<file path="config.mk">
export PLATFORM = sky130hd
export DESIGN_NAME = logic_seq0702
export DESIGN_NICKNAME = d
export VERILOG_FILES = /design/src/rtl/guia07_pkg.sv /design/src/rtl/logic_seq0702_step_counter.sv /design/src/rtl/logic_seq0702.sv
export SDC_FILE = /design/constraint.sdc
export NUM_CORES = 1
export LEC_CHECK = 0
export ABC_AREA = 1
export CAP_MARGIN = 20
export CORE_MARGIN = 5
export CORE_UTILIZATION = 30
export DETAILED_ROUTE_END_ITERATION = 7
export PLACE_DENSITY = 0.61
export RECOVER_POWER = 25
export SLEW_MARGIN = 20
export SYNTH_ARGS = -nofsm -noshare
export SYNTH_HDL_FRONTEND = slang
export SYNTH_SLANG_ARGS = --single-unit
export TNS_END_PERCENT = 5
</file>
<file path="constraint.sdc">
create_clock -name clk -period 2 [get_ports clk]
set_input_delay 0.2 -clock clk [delete_from_list [all_inputs] [get_ports clk]]
set_output_delay 0.2 -clock clk [all_outputs]
set_load 0.05 [all_outputs]
</file>
<file path="src/rtl/guia07_pkg.sv">
// Shared types and constants for the OR/NOR stimulus sequencer.
package guia07_pkg;

   localparam int unsigned STEPS_DEFAULT = 4;
   localparam int unsigned IDX_W         = 2;
   localparam int unsigned RES_W         = 4;

   typedef enum logic [1:0] {
      IDLE   = 2'd0,
      DRIVE  = 2'd1,
      SAMPLE = 2'd2,
      FINISH = 2'd3
   } state_t;

   typedef struct packed {
      logic x;
      logic y;
      logic s;
   } drive_t;

   // Vector i drives {x,y} = i and s = ~i[0], so s starts at 1 and alternates.
   function automatic drive_t drive_for(input logic [IDX_W-1:0] idx);
      drive_t d;
      d.x = idx[1];
      d.y = idx[0];
      d.s = ~idx[0];
      return d;
   endfunction

endpackage

</file>
<file path="src/rtl/logic_seq0702_step_counter.sv">
// Vector index counter: clear, increment, and terminal-count flag at STEPS-1.
module step_counter
   import guia07_pkg::*;
#(
   parameter int unsigned STEPS = STEPS_DEFAULT
) (
   input  logic             clk,
   input  logic             reset_n,
   input  logic             clr,
   input  logic             inc,
   output logic [IDX_W-1:0] idx,
   output logic             last_c
);

   assign last_c = (idx == IDX_W'(STEPS - 1));

   // Increment is gated by the terminal flag so the index never wraps within a run.
   always_ff @(posedge clk or negedge reset_n) begin
      if (!reset_n) begin
         idx <= '0;
      end else if (clr) begin
         idx <= '0;
      end else if (inc && !last_c) begin
         idx <= idx + IDX_W'(1);
      end
   end

endmodule

</file>
<file path="src/rtl/logic_seq0702.sv">
// Drives STEPS (x,y,s) vectors to a downstream OR/NOR stage and captures each z_in reply.
module logic_seq0702
   import guia07_pkg::*;
#(
   parameter int unsigned STEPS = STEPS_DEFAULT
) (
   input  logic             clk,
   input  logic             reset_n,
   input  logic             start,
   input  logic             step_en,
   input  logic             z_in,
   output logic             x,
   output logic             y,
   output logic             s,
   output logic             busy,
   output logic             done,
   output logic [RES_W-1:0] result
);

   state_t           state;
   logic [IDX_W-1:0] idx;
   logic             last_c;
   logic             cnt_clr_c;
   logic             cnt_inc_c;
   drive_t           nxt_vec_c;

   assign cnt_clr_c = (state == IDLE) && start;
   assign cnt_inc_c = (state == SAMPLE) && !last_c;
   assign nxt_vec_c = drive_for(idx + IDX_W'(1));

   step_counter #(
      .STEPS (STEPS)
   ) u_step_counter (
      .clk     (clk),
      .reset_n (reset_n),
      .clr     (cnt_clr_c),
      .inc     (cnt_inc_c),
      .idx     (idx),
      .last_c  (last_c)
   );

   // Outputs are loaded on the edge that enters each state so they track the index.
   always_ff @(posedge clk or negedge reset_n) begin
      if (!reset_n) begin
         state  <= IDLE;
         x      <= 1'b0;
         y      <= 1'b0;
         s      <= 1'b0;
         busy   <= 1'b0;
         done   <= 1'b0;
         result <= '0;
      end else begin
         done <= 1'b0;
         case (state)
            IDLE: begin
               if (start) begin
                  state     <= DRIVE;
                  busy      <= 1'b1;
                  result    <= '0;
                  {x, y, s} <= drive_for('0);
               end
            end
            DRIVE: begin
               if (step_en) begin
                  state <= SAMPLE;
               end
            end
            SAMPLE: begin
               result[idx] <= z_in;
               if (last_c) begin
                  state     <= FINISH;
                  done      <= 1'b1;
                  {x, y, s} <= 3'b000;
               end else begin
                  state     <= DRIVE;
                  {x, y, s} <= nxt_vec_c;
               end
            end
            FINISH: begin
               state <= IDLE;
               busy  <= 1'b0;
            end
            default: begin
               state <= IDLE;
            end
         endcase
      end
   end

endmodule

</file>
After elaboration in Yosys (flattened, before gate mapping)
Cells that the tools add are included.
{ "op_classes": {"n_addsub": 1, "n_mul": 0, "div": 0, "magnitude_cmp": 2, "n_eq_ne": 6, "n_shift": 0, "n_mux": 22, "bitwise": 1, "n_reduce_logical": 12} }
{ "ops": {"columns": ["op", "n"], "rows": [
  ["2-to-1 mux 2 bit", 5],
  ["2-to-1 mux 1 bit", 8],
  ["case mux 1 bit (2 select lines)", 4],
  ["case mux 2 bit (4 select lines)", 1],
  ["case mux 4 bit (2 select lines)", 1],
  ["equality test 2 bit (second input constant)", 3],
  ["AND reduction 2 bit", 3],
  ["nonzero test 2 bit", 3],
  ["bitwise mux 4 bit", 1],
  ["logical AND 1 bit", 4],
  ["2-to-1 mux 4 bit", 1],
  ["!= test 2 bit (second input constant)", 2],
  ["< comparator 2 x 3 -> 1 bit (second input constant)", 1],
  ["adder 2 x 1 -> 2 bit (second input constant)", 1],
  ["demux 1 bit (select 2 bit)", 1],
  ["equality test 2 x 1 -> 1 bit (second input constant)", 1],
  [">= comparator 2 x 1 -> 1 bit (second input constant)", 1],
  ["zero test 2 bit", 1],
  ["zero test 1 bit", 1],
  ["NOT 1 bit", 1]
]} }
{ "totals": {"reg_bits": 13, "latch_bits": 0, "ram_bits": 0, "rom_bits": 0, "input_bits": 5, "out_inout_bits": 9, "wordCells": 52, "n_memories": 0} }

Logic depth before layout (Yosys ltp)
Gate-level depths: netlist (run 1).
{ "logic_depth": {"ltp_word": 6, "mapped_depth": 7, "depth_no_buf": 7} }

Modules after synthesis
From an unflattened synthesis (run 1), not the netlist that was laid out.
{ "hier_totals": {"hier_cells": 77, "hier_area_um2": 668.1} }
{ "modules_own_cells": {"columns": ["module", "n_inst", "cells_per_inst", "area_per_inst_um2", "seq_area_each_um2"], "rows": [
  ["logic_seq0702", 1, 64, 561.8, 275.3],
  ["step_counter", 1, 13, 106.4, 50.0]
]} }

Worst setup path before layout (run 1)
Ideal clock, no wire load.
{ "synth_path": {"kind": "register to register", "startpoint": "register u_step_counter.idx[0]", "endpoint": "register u_step_counter.idx[1]", "setup_ps": 126, "arrival_ps": 898, "required_ps": 1874, "setup_slack_ps": 976, "path_stages_with_launch": 6, "n_path_buf": 0, "period_less_slack_ps": 1024, "cell_sequence": "dfrtp_1 -> ha_1 -> inv_1 -> nand2_1 -> nand3_1 -> o21ai_0"} }
{ "synth_via": {"elab_chain_len": 5, "elab_cells_between_ends": 8, "classes_between": "add/sub: 1; eq/ne: 1; mux: 2; reduce/logical: 4"} }
{ "synth_rtl": {"columns": ["item", "line", "source"], "rows": [
  ["start, declared", "logic_seq0702_step_counter.sv:11", "output logic [IDX_W-1:0] idx,"],
  ["start signal, assigned", "logic_seq0702_step_counter.sv:24", "idx <= idx + IDX_W'(1);"],
  ["branches (longest 5 deep; another with adder 2 x 1 -> 2 bit)", null, null]
]} }
Parallel ways; which one is timed is not known. The select of a mux whose other input is x is not followed.
A chain may end at the register's enable or synchronous reset.

Final worst setup path (run 1)
{ "layout_path": {"startpoint": "register s", "endpoint": "output s"} }
{ "layout_lines": {"columns": ["item", "line", "source"], "rows": [
  ["start, declared", "logic_seq0702.sv:14", "output logic s,"],
  ["start signal, assigned", "logic_seq0702.sv:60", "{x, y, s} <= drive_for('0);"],
  ["start signal, assigned", "logic_seq0702.sv:76", "{x, y, s} <= nxt_vec_c;"]
]} }
No word-level cell between the ends.

==> results of run 1 <==
## flip-flops by register name, summed over array words and instances, names as in the netlist
signal	flops
done	1
s	1
y	1
result	4
busy	1
state	2
x	1
u_step_counter.idx	2
## where the power goes
group | leakage (uW) | internal, uW | total [uW] | switching, uW
registers | 0.000170 | 348 | 417 | 69.0
logic | 0.000212 | 188 | 581 | 393
clock network | 0.0000150 | 77.3 | 162 | 84.6
total | 0.000397 | 613 | 1160 | 546
## synth_stat cells, drive strengths merged
master  instances  area, um2
ha              6      75.07
o31ai           1      7.510
buf             1      11.26
nand4           1      6.260
o21ai           5      25.02
inv            11      41.29
o21a            1      7.510
nand3           9      45.04
nand2          23      86.33
nor2            2      15.01
dfrtp          13      325.3
## per-stage QoR
stage	cell area (um2)	hold slack, ps	std cells	setup WS [ps]
floorplan	645.6	-95.59	73	976.4
global placement	798.3	454.1	112	665.0
detailed placement	798.3	458.0	112	658.4
CTS	824.5	320.6	116	349.0
global route	824.5	433.9	116	309.5
finish	824.5	368.2	116	360.5
## layout make-up
cell class | count | share of cell area, %
sequential | 13 | 39.45
inverter | 11 | 5.008
clock buffer | 4 | 3.187
tap | 27 | 4.097
timing repair buffer | 13 | 15.78
multi-input combinational | 48 | 32.47
## worst max path at each step
| stage | end | slack [ps] | cells after the start |
|---|---|---|---|
| 2_1_floorplan | u_step_counter.idx[1]$_DFFE_PN0P_ | 980 | 5 |
| 5_1_grt | y | 310 | 1 |
| 6_report | s | 360 | 1 |
| 3_3_place_gp | s | 660 | 1 |
| 3_5_place_dp | busy | 660 | 1 |
| 4_1_cts | busy | 350 | 1 |
## metal layers
metal  global-route usage [%]  up-vias  share of wire [%]
li1                         -      262                  -
met1                    10.04      224                 46
met2                    14.36       15                 45
met3                    2.752        4                6.9
met4                    8.136        0                3.0
met5                        0        -                  0
## cells by family after synthesis
| family | after synthesis |
|---|---|
| AO/OA/AOI/OAI | 7 |
| adder cells (fa/ha/maj) | 6 |
| buffers and inverters | 12 |
| flip-flops | 13 |
| AND/OR/NAND/NOR | 35 |
==> run_summary.xml, run 1 <==
<?xml version="1.0" encoding="UTF-8"?>
<metrics>
  <group name="status">
    <metric name="status" unit="">complete, no violations</metric>
  </group>
  <group name="synth">
    <metric name="synth_mux_area_share" unit="%">0</metric>
    <metric name="synthSimpleGateAreaFrac" unit="%">23.64</metric>
    <metric name="synth-seq-cells" unit="">13</metric>
    <metric name="synth.net_count" unit="">84</metric>
    <metric name="mean_syn_cell_area" unit="um2">8.844</metric>
    <metric name="synth.yosys.seq_area_share" unit="%">50.39</metric>
    <metric name="postSynthCellCount" unit="">73</metric>
    <metric name="main_combinational_cell_family_by_area_after_synthesis" unit="">simple AND/OR/NAND/NOR gates</metric>
    <metric name="yosys.cell_types.count" unit="">14</metric>
    <metric name="synth_compound_gate_area_share" unit="%">6.202</metric>
    <metric name="parity_gate_share_of_the_synthesized_area_counting_xor_and_xnor_cells" unit="%">0</metric>
    <metric name="ys_warn_count" unit="">0</metric>
    <metric name="area_of_the_mapped_netlist" unit="um2">645.6</metric>
    <metric name="synthAdderAreaFrac" unit="%">11.63</metric>
  </group>
  <group name="worst_hold_path">
    <metric name="hold_path.class" unit="">in2async</metric>
  </group>
  <group name="clock_network">
    <metric name="postCtsResizedCells" unit="">0</metric>
    <metric name="clock_sinks" unit="">13</metric>
    <metric name="cts_hold_buffers" unit="">0</metric>
    <metric name="tritoncts.num_buffers" unit="">3</metric>
    <metric name="cts.root.buffer_cell" unit="">sky130_fd_sc_hd__clkbuf_4</metric>
    <metric name="cts.reportedPaths.clkPinSlew" unit="ps">80</metric>
    <metric name="tritoncts_clock_tree" unit="">done</metric>
    <metric name="clock_latency_late_sink" unit="ps">270</metric>
    <metric name="ctsHtreeMaxLevel" unit="">1</metric>
    <metric name="cts.repair_timing.setup_buffer_count" unit="">0</metric>
    <metric name="clk_path_buf_depth" unit="">2</metric>
  </group>
  <group name="final_layout">
    <metric name="drive_above_1_share" unit="%">6.742</metric>
    <metric name="area_delta_synth_final" unit="%">27.71</metric>
    <metric name="num_antenna_cells" unit="">0</metric>
    <metric name="leading_cell_type_in_the_layout_fill_and_taps_excluded" unit="">sky130_fd_sc_hd__nand2_1</metric>
    <metric name="commonest_cells_after_routing_fill_and_taps_aside" unit="">sky130_fd_sc_hd__nand2_1 (23), sky130_fd_sc_hd__dfrtp_1 (13), sky130_fd_sc_hd__clkdlybuf4s50_1 (12), sky130_fd_sc_hd__inv_1 (9), sky130_fd_sc_hd__nand3_1 (9)</metric>
    <metric name="final_nets" unit="">101</metric>
    <metric name="utilization" unit="%">41.19</metric>
    <metric name="final.fill_count" unit="">219</metric>
    <metric name="seq_area" unit="um2">325.3</metric>
    <metric name="multi_input_area" unit="um2">267.8</metric>
  </group>
  <group name="global_routing">
    <metric name="vias_in_the_first_global_route" unit="">522</metric>
    <metric name="grt_max_degree" unit="">14</metric>
    <metric name="grt_first_pass_wirelength" unit="mm">2.180</metric>
    <metric name="globalRouteOverflowTotal" unit="">0</metric>
    <metric name="antenna_found_initial" unit="">0</metric>
    <metric name="grt.total_usage" unit="%">9.225</metric>
  </group>
  <group name="critical_path">
    <metric name="worst_ep_required_time" unit="ps">1800</metric>
    <metric name="timing.critical_path.slowest_stage_cell" unit="">sky130_fd_sc_hd__clkdlybuf4s50_1</metric>
    <metric name="cp-start-kind" unit="">register</metric>
    <metric name="timing.rr.end" unit="">u_step_counter.idx[1]$_DFFE_PN0P_</metric>
    <metric name="worst-endpoint-arrival" unit="ps">1440</metric>
    <metric name="critPathMaxFanout" unit="">2</metric>
    <metric name="setup.reg_to_reg.worst_slack" unit="ps">840</metric>
    <metric name="critical_path_class" unit="">reg2out</metric>
    <metric name="path_delay_family" unit="">buffers and inverters</metric>
    <metric name="worstPathCellList" unit="">clkdlybuf4s50_1</metric>
    <metric name="crit_buf_inv" unit="">1</metric>
    <metric name="rr_worst_depth" unit="">5</metric>
    <metric name="critical_path.endpoint_type" unit="">output pin</metric>
    <metric name="worstSetupStartpoint" unit="">s$_DFFE_PN0P_</metric>
    <metric name="cpPeakStageDelay" unit="ps">810</metric>
    <metric name="timing.rr.start" unit="">u_step_counter.idx[0]$_DFFE_PN0P_</metric>
  </group>
  <group name="drt">
    <metric name="detailedRoute.firstPassIterationCount" unit="">6</metric>
    <metric name="number_of_violations_reported_at_the_end_of_detailed_routing_iteration_0" unit="">7</metric>
    <metric name="number_of_vias_per_cell_after_detailed_routing" unit="">4.353</metric>
    <metric name="post-route-drc-count" unit="">0</metric>
    <metric name="wl" unit="mm">1.239</metric>
    <metric name="via_count" unit="">505</metric>
    <metric name="average_wire_per_standard_cell" unit="um">10.68</metric>
    <metric name="route.antenna.remaining_nets" unit="">0</metric>
  </group>
  <group name="timing">
    <metric name="final_hold_viol_count" unit="">0</metric>
    <metric name="tcrit_tclk_final" unit="%">81.98</metric>
    <metric name="finalMaxSlewViolations" unit="">0</metric>
    <metric name="maxSlewHeadroom" unit="%">59.98</metric>
    <metric name="worst_pin_slew" unit="ps">598.4</metric>
    <metric name="maxClockFrequency" unit="GHz">0.6099</metric>
    <metric name="period_minus_slack" unit="ps">1640</metric>
    <metric name="setup_viol_count_final" unit="">0</metric>
    <metric name="grt_setup_unrepaired" unit="">no</metric>
    <metric name="final.setup.tns" unit="ps">0</metric>
    <metric name="fin_worst_skew" unit="ps">0.5758</metric>
  </group>
  <group name="floorplan">
    <metric name="full_die_area" unit="mm2">0.003180</metric>
    <metric name="core.rowCount" unit="">16</metric>
    <metric name="chipHeight" unit="um">56.39</metric>
    <metric name="die_width" unit="um">56.39</metric>
    <metric name="initial_utilization" unit="%">32.25</metric>
    <metric name="io_pins" unit="">14</metric>
    <metric name="area_of_the_core" unit="mm2">0.002002</metric>
  </group>
  <group name="pwr">
    <metric name="ir_drop" unit="mV">0.4345</metric>
    <metric name="power.total" unit="uW">1159</metric>
    <metric name="power_dens_cells" unit="mW/mm2">1406</metric>
    <metric name="leakage" unit="uW">0.0003966</metric>
  </group>
  <group name="flow_run">
    <metric name="maxCapViolations" unit="">0</metric>
  </group>
  <group name="place">
    <metric name="port_buffers" unit="">13</metric>
    <metric name="hpwl" unit="um">978.4</metric>
    <metric name="final_estimated_routing_congestion_in_global_placement" unit="">0.7471</metric>
  </group>
</metrics>
No activity file was read; power rests on OpenSTA's default activity.
==> inputs of run 2 (changes only) <==
- PLACE_DENSITY: 0.61 -> 0.63
- clock period: 2 -> 1.3 ns (I/O delays scaled with it)
==> run 2 against run 1 <==
Against the previous run:
- via count rose by 3.8%
- clock skew grew 4.1 ps
- total power up 74%
- combinational power is 86% higher
- critical endpoint is now u_step_counter.idx[1]$_DFFE_PN0P_
- register-to-register slack worse by 720 ps
- sequential power rose by 66%
- largest cell class unchanged
- hold slack better by 39 ps
- critical path type is now reg2reg
- sequential cell count unchanged
- sequential share of layout area fell by 4.3 points
- first-iteration DRC count down 14%
- die area unchanged
==> run_summary.xml, run 2 (synthesis gave the netlist of run 1 again) <==
<?xml version="1.0" encoding="UTF-8"?>
<metrics>
  <group name="status">
    <metric name="status" unit="">complete, no violations</metric>
  </group>
  <group name="place">
    <metric name="port_buffers" unit="">13</metric>
    <metric name="hpwl" unit="mm">1.013</metric>
    <metric name="place.detailed.instances" unit="">114</metric>
    <metric name="final_estimated_routing_congestion_in_global_placement" unit="">0.7528</metric>
    <metric name="dp_slack" unit="ps">34.97</metric>
  </group>
  <group name="global_routing">
    <metric name="grt_max_degree" unit="">14</metric>
    <metric name="antenna_found_initial" unit="">0</metric>
    <metric name="globalRouteOverflowTotal" unit="">0</metric>
    <metric name="vias_in_the_first_global_route" unit="">537</metric>
    <metric name="grt_first_pass_wirelength" unit="mm">2.408</metric>
    <metric name="grt.total_usage" unit="%">9.714</metric>
  </group>
  <group name="timing">
    <metric name="maxClockFrequency" unit="GHz">0.8469</metric>
    <metric name="maxSlewHeadroom" unit="%">52.33</metric>
    <metric name="final_hold_viol_count" unit="">0</metric>
    <metric name="setup_viol_count_final" unit="">0</metric>
    <metric name="worst_slack" unit="ps">119.2</metric>
    <metric name="finalMaxSlewViolations" unit="">0</metric>
    <metric name="final.setup.tns" unit="ps">0</metric>
    <metric name="grt_setup_unrepaired" unit="">no</metric>
    <metric name="fin_worst_skew" unit="ps">4.697</metric>
    <metric name="tcrit_tclk_final" unit="%">90.83</metric>
    <metric name="worst_pin_slew" unit="ps">715.0</metric>
    <metric name="period_minus_slack" unit="ps">1181</metric>
  </group>
  <group name="final_layout">
    <metric name="utilization" unit="%">46.25</metric>
    <metric name="drive_above_1_share" unit="%">17.58</metric>
    <metric name="multi_input_area" unit="um2">267.8</metric>
    <metric name="final-instance-count-excl-fill" unit="">118</metric>
    <metric name="number_of_flip_flops_under_the_largest_register_name" unit="">4</metric>
    <metric name="final.fill_count" unit="">196</metric>
    <metric name="area_delta_synth_final" unit="%">43.41</metric>
    <metric name="leading_cell_type_in_the_layout_fill_and_taps_excluded" unit="">sky130_fd_sc_hd__nand2_1</metric>
    <metric name="final_nets" unit="">103</metric>
    <metric name="reg_top3" unit="">result x4, state x2, u_step_counter.idx x2</metric>
    <metric name="commonest_cells_after_routing_fill_and_taps_aside" unit="">sky130_fd_sc_hd__nand2_1 (23), sky130_fd_sc_hd__dfrtp_1 (13), sky130_fd_sc_hd__inv_1 (9), sky130_fd_sc_hd__nand3_1 (9), sky130_fd_sc_hd__buf_12 (9)</metric>
    <metric name="num_antenna_cells" unit="">0</metric>
    <metric name="seq_area" unit="um2">325.3</metric>
    <metric name="largest_register" unit="">result</metric>
  </group>
  <group name="critical_path">
    <metric name="timing.rr.end" unit="">u_step_counter.idx[1]$_DFFE_PN0P_</metric>
    <metric name="worst_ep_required_time" unit="ps">1490</metric>
    <metric name="timing.critical_path.slowest_stage_cell" unit="">sky130_fd_sc_hd__dfrtp_1</metric>
    <metric name="critical-path-top-cell-by-count" unit="">sky130_fd_sc_hd__inv_1</metric>
    <metric name="timing.rr.start" unit="">u_step_counter.idx[0]$_DFFE_PN0P_</metric>
    <metric name="path_delay_family" unit="">flip-flops</metric>
    <metric name="critPathMaxFanout" unit="">6</metric>
    <metric name="crit_buf_inv" unit="">2</metric>
    <metric name="rr_worst_depth" unit="">4</metric>
    <metric name="setup.reg_to_reg.worst_slack" unit="ps">120</metric>
    <metric name="worst-endpoint-arrival" unit="ps">1370</metric>
    <metric name="cpPeakStageDelay" unit="ps">470</metric>
    <metric name="critical_path_class" unit="">reg2reg</metric>
    <metric name="cp-start-kind" unit="">register</metric>
    <metric name="worstPathCellList" unit="">inv_1 -&gt; ha_1 -&gt; inv_1 -&gt; o21ai_0</metric>
    <metric name="critical_path.endpoint_type" unit="">register</metric>
    <metric name="worstSetupStartpoint" unit="">u_step_counter.idx[0]$_DFFE_PN0P_</metric>
  </group>
  <group name="clock_network">
    <metric name="tritoncts_clock_tree" unit="">done</metric>
    <metric name="clock_latency_late_sink" unit="ps">270</metric>
    <metric name="ctsHtreeMaxLevel" unit="">1</metric>
    <metric name="cts.root.buffer_cell" unit="">sky130_fd_sc_hd__clkbuf_4</metric>
    <metric name="cts_hold_buffers" unit="">0</metric>
    <metric name="cts.repair_timing.setup_buffer_count" unit="">0</metric>
    <metric name="postCtsResizedCells" unit="">0</metric>
    <metric name="cts.reportedPaths.clkPinSlew" unit="ps">80</metric>
    <metric name="clk_path_buf_depth" unit="">2</metric>
    <metric name="clock_sinks" unit="">13</metric>
    <metric name="tritoncts.num_buffers" unit="">3</metric>
  </group>
  <group name="worst_hold_path">
    <metric name="hold_path.class" unit="">in2async</metric>
  </group>
  <group name="drt">
    <metric name="via_count" unit="">524</metric>
    <metric name="met2_wirelength" unit="um">594</metric>
    <metric name="average_wire_per_standard_cell" unit="um">10.59</metric>
    <metric name="met1_length" unit="um">540</metric>
    <metric name="wl" unit="mm">1.250</metric>
    <metric name="detailedRoute.firstPassIterationCount" unit="">3</metric>
    <metric name="number_of_violations_reported_at_the_end_of_detailed_routing_iteration_0" unit="">6</metric>
    <metric name="met3RoutedLength" unit="um">73</metric>
    <metric name="route.antenna.remaining_nets" unit="">0</metric>
    <metric name="route.top_layer_used" unit="">met4</metric>
    <metric name="number_of_vias_per_cell_after_detailed_routing" unit="">4.441</metric>
    <metric name="post-route-drc-count" unit="">0</metric>
  </group>
  <group name="floorplan">
    <metric name="full_die_area" unit="mm2">0.003180</metric>
    <metric name="die_width" unit="um">56.39</metric>
    <metric name="area_of_the_core" unit="mm2">0.002002</metric>
    <metric name="initial_utilization" unit="%">32.25</metric>
    <metric name="io_pins" unit="">14</metric>
    <metric name="core.rowCount" unit="">16</metric>
    <metric name="chipHeight" unit="um">56.39</metric>
  </group>
  <group name="pwr">
    <metric name="ir_drop" unit="mV">0.9716</metric>
    <metric name="power_dens_cells" unit="mW/mm2">2176</metric>
    <metric name="power.total" unit="uW">2015</metric>
    <metric name="leakage" unit="uW">0.0004483</metric>
  </group>
  <group name="flow_run">
    <metric name="maxCapViolations" unit="">0</metric>
  </group>
</metrics>
[run 2: power breakdown]
| group | total [uW] | switching, uW | leakage (uW) | internal (uW) |
|---|---|---|---|---|
| clock network | 247 | 128 | 0.0000150 | 119 |
| logic | 1080 | 608 | 0.000264 | 467 |
| registers | 694 | 158 | 0.000170 | 536 |
| total | 2020 | 893 | 0.000448 | 1120 |
[run 2: worst max path at each step]
stage | endpoint | slack [ps] | cells past startpoint
floorplan | u_step_counter.idx[1]$_DFFE_PN0P_ | 280 | 5
global placement | state[0]$_DFFE_PN0P_ | 120 | 3
detailed placement | state[0]$_DFFE_PN0P_ | 30 | 3
CTS | u_step_counter.idx[1]$_DFFE_PN0P_ | 120 | 4
global route | u_step_counter.idx[1]$_DFFE_PN0P_ | 10 | 5
finish | u_step_counter.idx[1]$_DFFE_PN0P_ | 120 | 4
[run 2: area by class of cell]
| cell class | count | area share (%) |
|---|---|---|
| Tap cell | 27 | 3.649 |
| Inverter | 11 | 4.459 |
| Sequential cell | 13 | 35.14 |
| Clock buffer | 4 | 2.838 |
| Multi-Input combinational cell | 48 | 28.92 |
| Timing Repair Buffer | 15 | 25.00 |
[run 2: metal layers]
layer	vias to the layer above	track usage, %
met3	5	3.440
met1	241	10.50
li1	265	-
met2	13	16.03
met4	0	6.102
met5	-	0
[run 2: through the flow]
step | cell area, um2 | hold WS, ps
finish | 925.9 | 407.2
global route | 925.9 | 480.9
CTS | 929.6 | 151.3
detailed placement | 903.4 | 451.1
global placement | 903.4 | 455.4
floorplan | 645.6 | -165.6
==> inputs of run 3 (changes only) <==
==> constraint.sdc (replaced) <==
create_clock -name clk -period 1.3 [get_ports clk]
set_input_delay 0.325 -clock clk [delete_from_list [all_inputs] [get_ports clk]]
set_output_delay 0.325 -clock clk [all_outputs]
set_load 0.05 [all_outputs]
==> run 3 against run 2 <==
Against the previous run:
- register-to-register slack improved by 30 ps
- critical endpoint is now result[1]
- largest power group unchanged
- sequential share of layout area is 0.56 points lower
- clock power shrank 2%
- largest cell class unchanged
- sequential cell count unchanged
- highest routed layer unchanged
==> run_summary.xml, run 3 (synthesis gave the netlist of run 1 again) <==
<?xml version="1.0" encoding="UTF-8"?>
<metrics>
  <group name="timing">
    <metric name="tcrit_tclk_final" unit="%">91.48</metric>
    <metric name="fin_worst_skew" unit="ps">4.049</metric>
    <metric name="grt_setup_unrepaired" unit="">no</metric>
    <metric name="maxSlewHeadroom" unit="%">52.97</metric>
    <metric name="final.setup.tns" unit="ps">0</metric>
    <metric name="setup_viol_count_final" unit="">0</metric>
    <metric name="worst_pin_slew" unit="ps">705.5</metric>
    <metric name="period_minus_slack" unit="ps">1189</metric>
    <metric name="finalMaxSlewViolations" unit="">0</metric>
    <metric name="final_hold_viol_count" unit="">0</metric>
    <metric name="maxClockFrequency" unit="GHz">0.8409</metric>
  </group>
  <group name="clock_network">
    <metric name="clock_sinks" unit="">13</metric>
    <metric name="tritoncts_clock_tree" unit="">done</metric>
    <metric name="ctsHtreeMaxLevel" unit="">1</metric>
    <metric name="tritoncts.num_buffers" unit="">3</metric>
    <metric name="postCtsResizedCells" unit="">0</metric>
    <metric name="clk_path_buf_depth" unit="">2</metric>
    <metric name="cts_hold_buffers" unit="">0</metric>
    <metric name="cts.reportedPaths.clkPinSlew" unit="ps">80</metric>
    <metric name="cts.repair_timing.setup_buffer_count" unit="">0</metric>
    <metric name="cts.root.buffer_cell" unit="">sky130_fd_sc_hd__clkbuf_4</metric>
    <metric name="clock_latency_late_sink" unit="ps">270</metric>
  </group>
  <group name="pwr">
    <metric name="p_clk_share" unit="%">11.9</metric>
    <metric name="ir_drop" unit="mV">0.9343</metric>
    <metric name="leakage" unit="uW">0.0004574</metric>
    <metric name="power_frac_comb" unit="%">54.3</metric>
    <metric name="switching_power" unit="uW">888.9</metric>
    <metric name="power.total" unit="uW">2037</metric>
    <metric name="sw_frac_of_total" unit="%">43.64</metric>
    <metric name="power_dens_cells" unit="mW/mm2">2165</metric>
    <metric name="power_frac_seq" unit="%">33.8</metric>
    <metric name="intPower" unit="uW">1148</metric>
  </group>
  <group name="drt">
    <metric name="post-route-drc-count" unit="">0</metric>
    <metric name="wl" unit="mm">1.282</metric>
    <metric name="via_count" unit="">514</metric>
    <metric name="route.antenna.remaining_nets" unit="">0</metric>
    <metric name="detailedRoute.firstPassIterationCount" unit="">4</metric>
    <metric name="number_of_violations_reported_at_the_end_of_detailed_routing_iteration_0" unit="">5</metric>
    <metric name="average_wire_per_standard_cell" unit="um">10.68</metric>
    <metric name="number_of_vias_per_cell_after_detailed_routing" unit="">4.283</metric>
  </group>
  <group name="global_routing">
    <metric name="grt_first_pass_wirelength" unit="mm">2.442</metric>
    <metric name="grt.total_usage" unit="%">10.33</metric>
    <metric name="antenna_found_initial" unit="">0</metric>
    <metric name="vias_in_the_first_global_route" unit="">562</metric>
    <metric name="grt_max_degree" unit="">14</metric>
    <metric name="globalRouteOverflowTotal" unit="">0</metric>
  </group>
  <group name="critical_path">
    <metric name="worst-endpoint-arrival" unit="ps">860</metric>
    <metric name="cp-start-kind" unit="">register</metric>
    <metric name="path_delay_family" unit="">flip-flops</metric>
    <metric name="critical_path_class" unit="">reg2out</metric>
    <metric name="cpPeakStageDelay" unit="ps">430</metric>
    <metric name="timing.critical_path.slowest_stage_cell" unit="">sky130_fd_sc_hd__dfrtp_1</metric>
    <metric name="critical_path.endpoint_type" unit="">output pin</metric>
    <metric name="setup.reg_to_reg.worst_slack" unit="ps">150</metric>
    <metric name="critPathMaxFanout" unit="">2</metric>
    <metric name="crit_buf_inv" unit="">1</metric>
    <metric name="worstPathCellList" unit="">buf_12</metric>
    <metric name="worst_ep_required_time" unit="ps">980</metric>
  </group>
  <group name="final_layout">
    <metric name="leading_cell_type_in_the_layout_fill_and_taps_excluded" unit="">sky130_fd_sc_hd__nand2_1</metric>
    <metric name="largest_register" unit="">result</metric>
    <metric name="number_of_flip_flops_under_the_largest_register_name" unit="">4</metric>
    <metric name="commonest_cells_after_routing_fill_and_taps_aside" unit="">sky130_fd_sc_hd__nand2_1 (23), sky130_fd_sc_hd__dfrtp_1 (13), sky130_fd_sc_hd__inv_1 (9), sky130_fd_sc_hd__nand3_1 (9), sky130_fd_sc_hd__buf_12 (9)</metric>
    <metric name="reg_top3" unit="">result x4, state x2, u_step_counter.idx x2</metric>
    <metric name="num_antenna_cells" unit="">0</metric>
    <metric name="stdcell_area" unit="um2">940.9</metric>
    <metric name="drive_above_1_share" unit="%">19.35</metric>
    <metric name="final_nets" unit="">105</metric>
    <metric name="final-instance-count-excl-fill" unit="">120</metric>
    <metric name="area_delta_synth_final" unit="%">45.74</metric>
  </group>
  <group name="place">
    <metric name="hpwl" unit="mm">1.036</metric>
    <metric name="place.detailed.instances" unit="">116</metric>
    <metric name="port_buffers" unit="">13</metric>
    <metric name="final_estimated_routing_congestion_in_global_placement" unit="">0.7531</metric>
    <metric name="post_dp_cell_area" unit="um2">918.4</metric>
  </group>
  <group name="flow_run">
    <metric name="maxCapViolations" unit="">0</metric>
  </group>
  <group name="worst_hold_path">
    <metric name="hold_path.class" unit="">reg2reg</metric>
  </group>
  <group name="floorplan">
    <metric name="chipHeight" unit="um">56.39</metric>
    <metric name="die_width" unit="um">56.39</metric>
    <metric name="area_of_the_core" unit="mm2">0.002002</metric>
    <metric name="io_pins" unit="">14</metric>
    <metric name="initial_utilization" unit="%">32.25</metric>
    <metric name="full_die_area" unit="mm2">0.003180</metric>
    <metric name="core.rowCount" unit="">16</metric>
  </group>
  <group name="status">
    <metric name="status" unit="">complete, no violations</metric>
  </group>
</metrics>
==> run 3: through the flow <==
step           setup slack, ps  hold WS, ps  utilization [%]
2_1_floorplan            276.4        29.41                -
3_3_place_gp            -28.88        515.1            45.88
3_5_place_dp            -16.42        515.6            45.88
4_1_cts                  89.74        351.3            47.19
5_1_grt                  35.60        580.5            47.00
6_report                 110.7        530.2            47.00
==> run 3: power by group through the flow <==
| stage | Combinational (uW) | Clock (uW) | Sequential [uW] |
|---|---|---|---|
| after global placement | 1110 | 0 | 694 |
| after global routing | 1210 | 282 | 716 |
| after CTS | 1130 | 259 | 693 |
| final | 1110 | 242 | 689 |
| after floorplan | 366 | 0 | 921 |
| after detailed placement | 1120 | 0 | 699 |
==> run 3: area by class of cell <==
class / instances / area [um2]
Inverter: 11 / 41.29
Timing Repair Buffer: 17 / 246.5
Fill cell: 207 / 1061
Multi-Input combinational cell: 48 / 267.8
Sequential cell: 13 / 325.3
Tap cell: 27 / 33.78
Clock buffer: 4 / 26.28
==> run 3: final timing paths <==
path / from / cells past startpoint / to
worst min register to register: state[1]$_DFFE_PN0P_ / 1 / state[0]$_DFFE_PN0P_
worst max-delay path: result[1]$_DFFE_PN0P_ / 1 / result[1]
worst min-delay path: state[1]$_DFFE_PN0P_ / 1 / state[0]$_DFFE_PN0P_
min in group asynchronous: reset_n / 2 / u_step_counter.idx[0]$_DFFE_PN0P_
worst max register to register: u_step_counter.idx[0]$_DFFE_PN0P_ / 5 / u_step_counter.idx[1]$_DFFE_PN0P_
max in group asynchronous: reset_n / 2 / state[1]$_DFFE_PN0P_
==> run 3: routing by layer <==
metal	vias up	part of all wire (%)	track usage, %
met4	0	4.8	8.136
li1	267	-	-
met1	231	44	11.47
met5	-	0	0
met3	4	5.0	3.899
met2	12	46	15.69
